[config.mk]
export PLATFORM = sky130hd
export DESIGN_NAME = mux_stream_arb
export DESIGN_NICKNAME = d
export VERILOG_FILES = /design/src/rtl/mux_stream_pkg.sv /design/src/rtl/rr_pick.sv /design/src/rtl/mux_stream_arb.sv
export SDC_FILE = /design/constraint.sdc
export NUM_CORES = 1
export LEC_CHECK = 0
export CAP_MARGIN = 20
export CORE_AREA = 2 2 245 247
export DETAILED_ROUTE_END_ITERATION = 10
export DIE_AREA = 0 0 247 249
export SLEW_MARGIN = 20
export SYNTH_ARGS = -nofsm -noshare
export SYNTH_HDL_FRONTEND = slang
export SYNTH_SLANG_ARGS = --single-unit
[constraint.sdc]
create_clock -name Clock -period 9.2 [get_ports Clock]
set_input_delay 1.84 -clock Clock [delete_from_list [all_inputs] [get_ports Clock]]
set_output_delay 1.84 -clock Clock [all_outputs]
set_load 0.005 [all_outputs]
[src/rtl/mux_stream_pkg.sv]
// Purpose : shared constants and helpers for the stream multiplexer/arbiter.
// Latency : n/a (package only).
// Backpressure : n/a (package only).
//
// Contents:
//   MODE_DIRECT / MODE_RR : encodings of the Mode input.
//   clog2Safe()           : $clog2 that never returns 0, so 1-channel
//                           instances still get a 1-bit index.
package mux_stream_pkg;

  localparam logic MODE_DIRECT = 1'b0;
  localparam logic MODE_RR     = 1'b1;

  function automatic int clog2Safe(input int n);
    return (n <= 2) ? 1 : $clog2(n);
  endfunction

endpackage

[src/rtl/rr_pick.sv]
// Purpose : rotate-priority picker; first requester after ptr, wrapping.
// Latency : combinational, no state.
// Backpressure : none; the caller decides whether the grant is taken.
//
// Ports:
//   req      in  CHANNELS  request vector
//   ptr      in  SEL_W     last granted channel; search starts at ptr+1
//   gntIdx   out SEL_W     chosen channel (0 when nothing requests)
//   gntValid out 1         at least one request present
module rr_pick
  import mux_stream_pkg::*;
#(
  parameter int CHANNELS = 16,
  parameter int SEL_W    = clog2Safe(CHANNELS)
) (
  input  logic [CHANNELS-1:0] req,
  input  logic [SEL_W-1:0]    ptr,
  output logic [SEL_W-1:0]    gntIdx,
  output logic                gntValid
);

  int idx;

  // Walk the offsets from farthest to nearest so the nearest requester
  // (smallest offset from ptr) is the last write and therefore wins.
  // Offset CHANNELS maps back onto ptr itself, so a lone requester on the
  // previously granted channel is still served.
  always_comb begin
    gntIdx   = '0;
    gntValid = 1'b0;
    idx      = 0;
    for (int k = CHANNELS; k >= 1; k--) begin
      idx = (int'(ptr) + k) % CHANNELS;
      if (req[idx[SEL_W-1:0]]) begin
        gntIdx   = idx[SEL_W-1:0];
        gntValid = 1'b1;
      end
    end
  end

endmodule

[src/rtl/mux_stream_arb.sv]
// Purpose : N-channel registered stream mux, direct (Sel) or round-robin select.
// Latency : exactly 1 cycle from input transfer to output beat; 1 beat/cycle.
// Backpressure : output held while OutReady=0; no InReady until the beat drains.
//
// Ports:
//   Clock, Reset        rising-edge clock, synchronous active-high reset
//   Enable              0 blocks new beats; a held output still drains
//   Mode                MODE_DIRECT uses Sel, MODE_RR rotates among valid inputs
//   Sel                 direct-mode channel; out-of-range values never grant
//   InValid/InData      per-channel request and data (channel i at [i*WIDTH +: WIDTH])
//   InReady             one-hot (or zero) acceptance, never depends on InData
//   OutValid/OutData    registered beat; OutData is 0 whenever OutValid is 0
//   OutChan             source channel of the current/last beat
//   OutReady            consumer ready
//   BeatCount           saturating handshake count when MUX_STREAM_BEAT_COUNT_EN
//                       is defined, otherwise tied to 0
module mux_stream_arb
  import mux_stream_pkg::*;
#(
  parameter int WIDTH    = 32,
  parameter int CHANNELS = 16,
  parameter int SEL_W    = clog2Safe(CHANNELS)
) (
  input  logic                      Clock,
  input  logic                      Reset,
  input  logic                      Enable,
  input  logic                      Mode,
  input  logic [SEL_W-1:0]          Sel,
  input  logic [CHANNELS-1:0]       InValid,
  input  logic [CHANNELS*WIDTH-1:0] InData,
  output logic [CHANNELS-1:0]       InReady,
  output logic                      OutValid,
  output logic [WIDTH-1:0]          OutData,
  output logic [SEL_W-1:0]          OutChan,
  input  logic                      OutReady,
  output logic [31:0]               BeatCount
);

  // Index space of Sel; vectors are padded to it so any Sel value is a
  // legal index, and the padding bits are constant zero.
  localparam int PAD = 1 << SEL_W;

  logic [SEL_W-1:0] rrPtr;
  logic [SEL_W-1:0] rrIdx;
  logic             rrValid;
  logic [PAD-1:0]   validPad;
  logic [PAD-1:0]   readyPad;
  logic             directValid;
  logic [SEL_W-1:0] grant;
  logic             grantValid;
  logic             load;
  logic [WIDTH-1:0] selData;

  rr_pick #(
    .CHANNELS (CHANNELS),
    .SEL_W    (SEL_W)
  ) uPick (
    .req      (InValid),
    .ptr      (rrPtr),
    .gntIdx   (rrIdx),
    .gntValid (rrValid)
  );

  assign validPad    = PAD'(InValid);
  assign directValid = (int'(Sel) < CHANNELS) && validPad[Sel];

  always_comb begin
    grant      = Sel;
    grantValid = directValid;
    if (Mode == MODE_RR) begin
      grant      = rrIdx;
      grantValid = rrValid;
    end
  end

  // Reset gates the load so no InReady pulses while the block is held in reset.
  assign load = !Reset && Enable && grantValid && (!OutValid || OutReady);

  always_comb begin
    readyPad        = '0;
    readyPad[grant] = load;
  end
  assign InReady = readyPad[CHANNELS-1:0];

  // Compare-and-select rather than a variable part-select, so a grant index
  // outside the channel range simply yields zero.
  always_comb begin
    selData = '0;
    for (int i = 0; i < CHANNELS; i++) begin
      if (SEL_W'(i) == grant) selData = InData[i*WIDTH +: WIDTH];
    end
  end

  always_ff @(posedge Clock) begin
    if (Reset) begin
      OutValid <= 1'b0;
      OutData  <= '0;
      OutChan  <= '0;
      rrPtr    <= SEL_W'(CHANNELS - 1);
    end else if (load) begin
      OutValid <= 1'b1;
      OutData  <= selData;
      OutChan  <= grant;
      if (Mode == MODE_RR) rrPtr <= grant;
    end else if (OutValid && OutReady) begin
      // Drained with nothing behind it; OutChan keeps the last source.
      OutValid <= 1'b0;
      OutData  <= '0;
    end
  end

`ifdef MUX_STREAM_BEAT_COUNT_EN
  logic [31:0] beatCnt;

  always_ff @(posedge Clock) begin
    if (Reset) begin
      beatCnt <= '0;
    end else if (OutValid && OutReady && (beatCnt != 32'hFFFF_FFFF)) begin
      beatCnt <= beatCnt + 32'd1;
    end
  end

  assign BeatCount = beatCnt;
`else
  assign BeatCount = 32'h0;
`endif

endmodule

# --- After elaboration in Yosys (flattened, before gate mapping) ---
# Cells that the tools add are included.
word_totals:
  ff_bits: 41
  latch_bits: 0
  mem_bits_rw: 0
  mem_bits_ro: 0
  inputBits: 537
  out_inout_bits: 85
  elab_cells: 156
  mem_count: 0
op_classes:
  add_sub_neg: 16
  multipliers: 0
  div: 0
  magnitude_cmp: 19
  n_eq_ne: 15
  shift: 0
  n_mux: 90
  n_bitwise: 1
  reduce_logical: 11
ops:
  columns: ["op", "count"]
  rows:
  - ["two-way mux 32 bit", 18]
  - ["less-than comparator 4 x 5 -> 1 bit, second input constant", 18]
  - ["binary-select mux 1 bit (select 4 bit)", 17]
  - ["two-way mux 4 bit", 17]
  - ["two-way mux 1 bit", 37]
  - ["adder 4 bit, second input constant", 8]
  - ["equality test 4 bit, first input constant", 8]
  - ["adder 4 x 3 -> 4 bit, second input constant", 4]
  - ["bitwise AND 16 bit", 1]
  - ["equality test 3 x 4 -> 1 bit, first input constant", 4]
  - ["adder 4 x 1 -> 4 bit, second input constant", 2]
  - ["adder 4 x 2 -> 4 bit, second input constant", 2]
  - ["equality test 2 x 4 -> 1 bit, first input constant", 2]
  - ["logical AND 1 bit", 5]
  - ["demux 1 bit (select 4 bit)", 1]
  - ["equality test 1 x 4 -> 1 bit, first input constant", 1]
  - ["greater-or-equal comparator 4 x 1 -> 1 bit, second input constant", 1]
  - ["logical NOT 4 bit", 1]
  - ["logical NOT 1 bit", 2]
  - ["AND reduction 2 bit", 1]
  - ["nonzero test 2 bit", 1]
  - ["logical OR 1 bit", 1]

# --- Longest topological paths before layout ---
depth:
  ltp_word: 38
  depth_mapped: 24
  ltp_nobuf: 15

# --- Cells and area by module ---
# Synthesis repeated with hierarchy kept, for this count alone.
unflattened:
  cells_unflattened: 1226
  hier_area_um2: 8790.9
by_module_without_submodules:
  columns: ["mod", "instances", "cells_per_inst", "area_each_um2", "seq_area_each_um2"]
  rows:
  - ["mux_stream_arb", 1, 1001, 6835.3, 820.8]
  - ["rr_pick", 1, 225, 1955.6, 0.0]

# --- Worst setup path before layout ---
# No wires, ideal clock.
synth_timing:
  kind: "input -> output"
  from: "input InValid[3]"
  to: "output InReady[1]"
  arrival_time_ns: 4.863
  required_ns: 7.360
  slack_ns: 2.497
  path_stages: 12
  path_buffers: 3
  path_cell_list: "mux2_1 > mux2_2 > mux4_2 > or3_1 > a211oi_2 > o21ai_1 > o311ai_4 > nand2_2 > buf_2 > clkbuf_1 > buf_2 > nor4_1"
synth_between:
  elab_chain_cells: 24
  elab_cells_between_ends: 76
  cone_classes: "2 x order compare; 70 x mux; 1 x bitwise; 3 x reduce/logical"
synth_lines:
  columns: ["element", "line", "rtl"]
  rows:
  - ["start, declared", "mux_stream_arb.sv:29", "input logic [CHANNELS-1:0] InValid,"]
  - ["binary-select mux 1 bit (select 4 bit)", "rr_pick.sv:34", "if (req[idx[SEL_W-1:0]]) begin"]
  - ["two-way mux 1 bit (not written as such)", "rr_pick.sv:34", null]
  - ["two-way mux 4 bit (16 in a row)", "rr_pick.sv:34", null]
  - ["two-way mux 4 bit", "mux_stream_arb.sv:70", "if (Mode == MODE_RR) begin"]
  - ["less-than comparator 4 x 5 -> 1 bit (not written as such) or greater-or-equal comparator 4 x 1 -> 1 bit (tied branches)", "mux_stream_arb.sv:81", "readyPad[grant] = load;"]
  - ["logical AND 1 bit (not written as such)", "mux_stream_arb.sv:81", null]
  - ["two-way mux 1 bit (not written as such)", "mux_stream_arb.sv:81", null]
  - ["demux 1 bit (select 4 bit)", "mux_stream_arb.sv:81", null]
  - ["bitwise AND 16 bit (no source line) *", null, null]
  - ["end, declared", "mux_stream_arb.sv:31", "output logic [CHANNELS-1:0] InReady,"]
# Mark *: on every way between the ends. The rest lies on a longest branch, timed or not. The select of a mux whose other input is x is not followed.

# --- Worst setup path in the final report ---
layout_timing:
  from: "input InValid[9]"
  to: "output InReady[10]"
# The elaborated chain is that of the path after synthesis.

==> results.md <==
* RD Place Congestion at 1.000
* WP data required at 7.36 ns
* Via Count at 13810
* Status: finished clean
* Netlist Area Pre-Place at 9055 µm²
* # H-tree levels at 2
* Max_slew headroom at 0.1679
* Unrepaired setup endpoints after global routing: no
* WL final at 79460 µm
* Die Y-Extent at 249 µm
* Final min period at between 8 and 9 ns
* Period utilisation layout at 0.9322
* Setup WS pre-CTS at 0.7110 ns
* Fillers at ~6400
* Setup_tns at 0 ns
* CTS Sinks at 41
* Max clock buf depth at 2
* Endpoint arrival time on the critical path at 6.74 ns
* # hold bufs at CTS at 0
* Core ar. at 58690 µm²
* Netlist cell types at 97
* CTS Buf Count at 5
* WL/cell at 30.76 µm
* Post_cts resized at 0
* Ys async rst share at 0
* Vias in the first global route at 13920
* Power Total at 2667 µW
* PortBufs at between 500 and 600
* GRT Total Usage at 0.2454
* Final hold violations at 0
* Post-DP HPWL at 64280 µm
* Most common cell after layout, fill and taps aside: clkdlybuf4s50_1
* CP Class: primary input to output pin
* Final setup fails at 0
* Most frequent cells in the layout: clkdlybuf4s50_1 (588), nand2_1 (195), a21oi_1 (106)
* Worst setup SP type: primary input
* Sequence of cells on the critical path: clkdlybuf4s50_1 > mux4_2 > mux2i_1 > mux2i_1 > or3_1 > a221oi_1 > a32o_1 > o21ba_4 > nand2_1 > nor3_1 > clkdlybuf4s50_1
* Area growth, synth to finish at 75.51%
* Syn Inst Count at 1260
* Setup crit end kind: output pin
* Die Area at just over 60000 µm²
* Share of layout cells above drive strength 1 at 0.09046
* Worst vdd ir at 90.20 µV
* Main synth FF type: dfxtp_1
* Final net count at 2346
* Initial antenna violation count at 18
* YS warnings at 0
* Worst skew pair latency at ~0.32 ns
* Register area share after synthesis at 0.09065
* Max Fclk at 116.6 MHz
* FP Rows at 89
* Hold Crit Class: register to register
* Critical path peak fanout at 36
* First-pass GRT wire length at 107300 µm
* Grt total ovfl at 0
* Root Buffer: clkbuf_16
* Post-DRT Antenna Nets at 0
* EDFF count, synth at 0
* Fin Clk Skew at ~0.011 ns
* Avg Inst Size Synth at 7.186 µm²
* Largest net degree at the start of global routing at 55
* Setup WS post-layout at 0.6239 ns
* PD cells at 167.8 nW/µm²
* Max-cap viol count at 0
* Slowest stage delay, CP at between 0.6 and 0.7 ns
* Initial core utilization at 0.1543
* CTS tree: yes
* DRC viols at 0
* Slew @ Worst Pin at 1.217 ns
* Slew Viols, Final at 0
* Synthesized flop and latch total at 41
* Slowest cell on the critical path: o21ba_4
* Pleak at 0.005566 µW
* Initial DRC Count at 1398
* # Post-CTS Setup Buffers at 0
* Worst-path clk slew at about 0.070 ns
* Num ports at ~620
* Die Wd at 247 µm
* DR vias/cell at 5.347
* Initial DRT Pass Iterations at 6
[metrics by stage]
stage | instance area, µm² | hold WS, ns | util | instances
global route | 15880 | 0.4980 | 0.2706 | 2579
global placement | 15680 | 0.4530 | 0.2671 | 2566
floorplan | 9171 | 0.4527 | - | 1291
finish | 15890 | 0.4627 | 0.2708 | 2583
CTS | 15850 | 0.4647 | 0.2700 | 2574
detailed placement | 15690 | 0.4548 | 0.2673 | 2567
[worst max-delay path: cells and delay by family]
kind                   cells  cell delay (ns)
AO/OA/AOI/OAI              3             1.23
buffers and inverters      2             1.11
multiplexers               3             1.32
AND/OR/NAND/NOR            3             1.20
[Yosys cell counts, types with 23 or more instances]
| cell type | number | area share |
|---|---|---|
| nand2_1 | 195 | 0.081 |
| a21oi_1 | 106 | 0.059 |
| nor2_1 | 86 | 0.036 |
| o21ai_0 | 57 | 0.032 |
| a22oi_1 | 52 | 0.043 |
| buf_2 | 46 | 0.025 |
| mux2i_1 | 43 | 0.048 |
| dfxtp_1 | 41 | 0.091 |
| clkbuf_1 | 38 | 0.016 |
| buf_4 | 37 | 0.031 |
| o21ai_1 | 33 | 0.018 |
| a221oi_1 | 29 | 0.028 |
| o22ai_1 | 28 | 0.019 |
| mux4_2 | 27 | 0.067 |
| nand3_1 | 25 | 0.014 |
| o221ai_1 | 23 | 0.022 |
[registers in the layout, summed over array words and instances, names as in the netlist]
signal	cells
OutData	32
OutChan	4
rrPtr	4
OutValid	1
[routing by layer]
| metal | track usage | vias up | share of wire |
|---|---|---|---|
| met5 | 0 | - | 0.0016 |
| met4 | 0.08055 | 18 | 0.033 |
| met3 | 0.06076 | 149 | 0.10 |
| met2 | 0.3951 | 935 | 0.45 |
| met1 | 0.3180 | 6736 | 0.42 |
| li1 | - | 5974 | - |
[area by class of cell]
| type | count | area [µm²] | share of cell area |
|---|---|---|---|
| Tap cell | 773 | 967.2 | 0.06086 |
| Clock buffer | 5 | 125.1 | 0.007873 |
| Multi-Input combinational cell | 1099 | 7567 | 0.4761 |
| Timing Repair Buffer | 642 | 6309 | 0.3969 |
| Sequential cell | 41 | 820.8 | 0.05165 |
| Antenna cell | 8 | 20.02 | 0.001260 |
| Inverter | 13 | 48.80 | 0.003070 |
| Clock inverter | 2 | 35.03 | 0.002204 |
[power by group]
part	switching [µW]	total (µW)	internal, µW
combinational	1380	2190	813
clock	103	231	127
sequential	32.9	247	214
[path summary, 6_finish.rpt]
kind                                start                  endpoint  slack (ns)  cells after the start
setup / recovery               InValid[9]               InReady[10]        0.62                     11
hold / removal    OutChan[3]$_SDFFE_PP0P_   OutChan[3]$_SDFFE_PP0P_        0.46                      2
setup reg to reg    rrPtr[1]$_SDFFE_PP1P_  OutData[31]$_SDFFE_PP0P_        1.61                     16
hold reg to reg   OutChan[3]$_SDFFE_PP0P_   OutChan[3]$_SDFFE_PP0P_        0.46                      2
[kinds of logic (layout without fill, tap and decap cells)]
family                   count (synthesis)  after routing  share of synthesized area
AO/OA/AOI/OAI                          530            530                     0.4190
AND/OR/NAND/NOR                        414            414                     0.2153
buffers and inverters                  151            662                    0.09700
multiplexers                           101            101                     0.1535
flip-flops                              41             41                    0.09065
XOR/XNOR                                15             15                    0.01451
adder cells (fa/ha/maj)                  7              7                   0.009672
other                                    1             40                  0.0004141
Power figures use the tool's default switching activity.
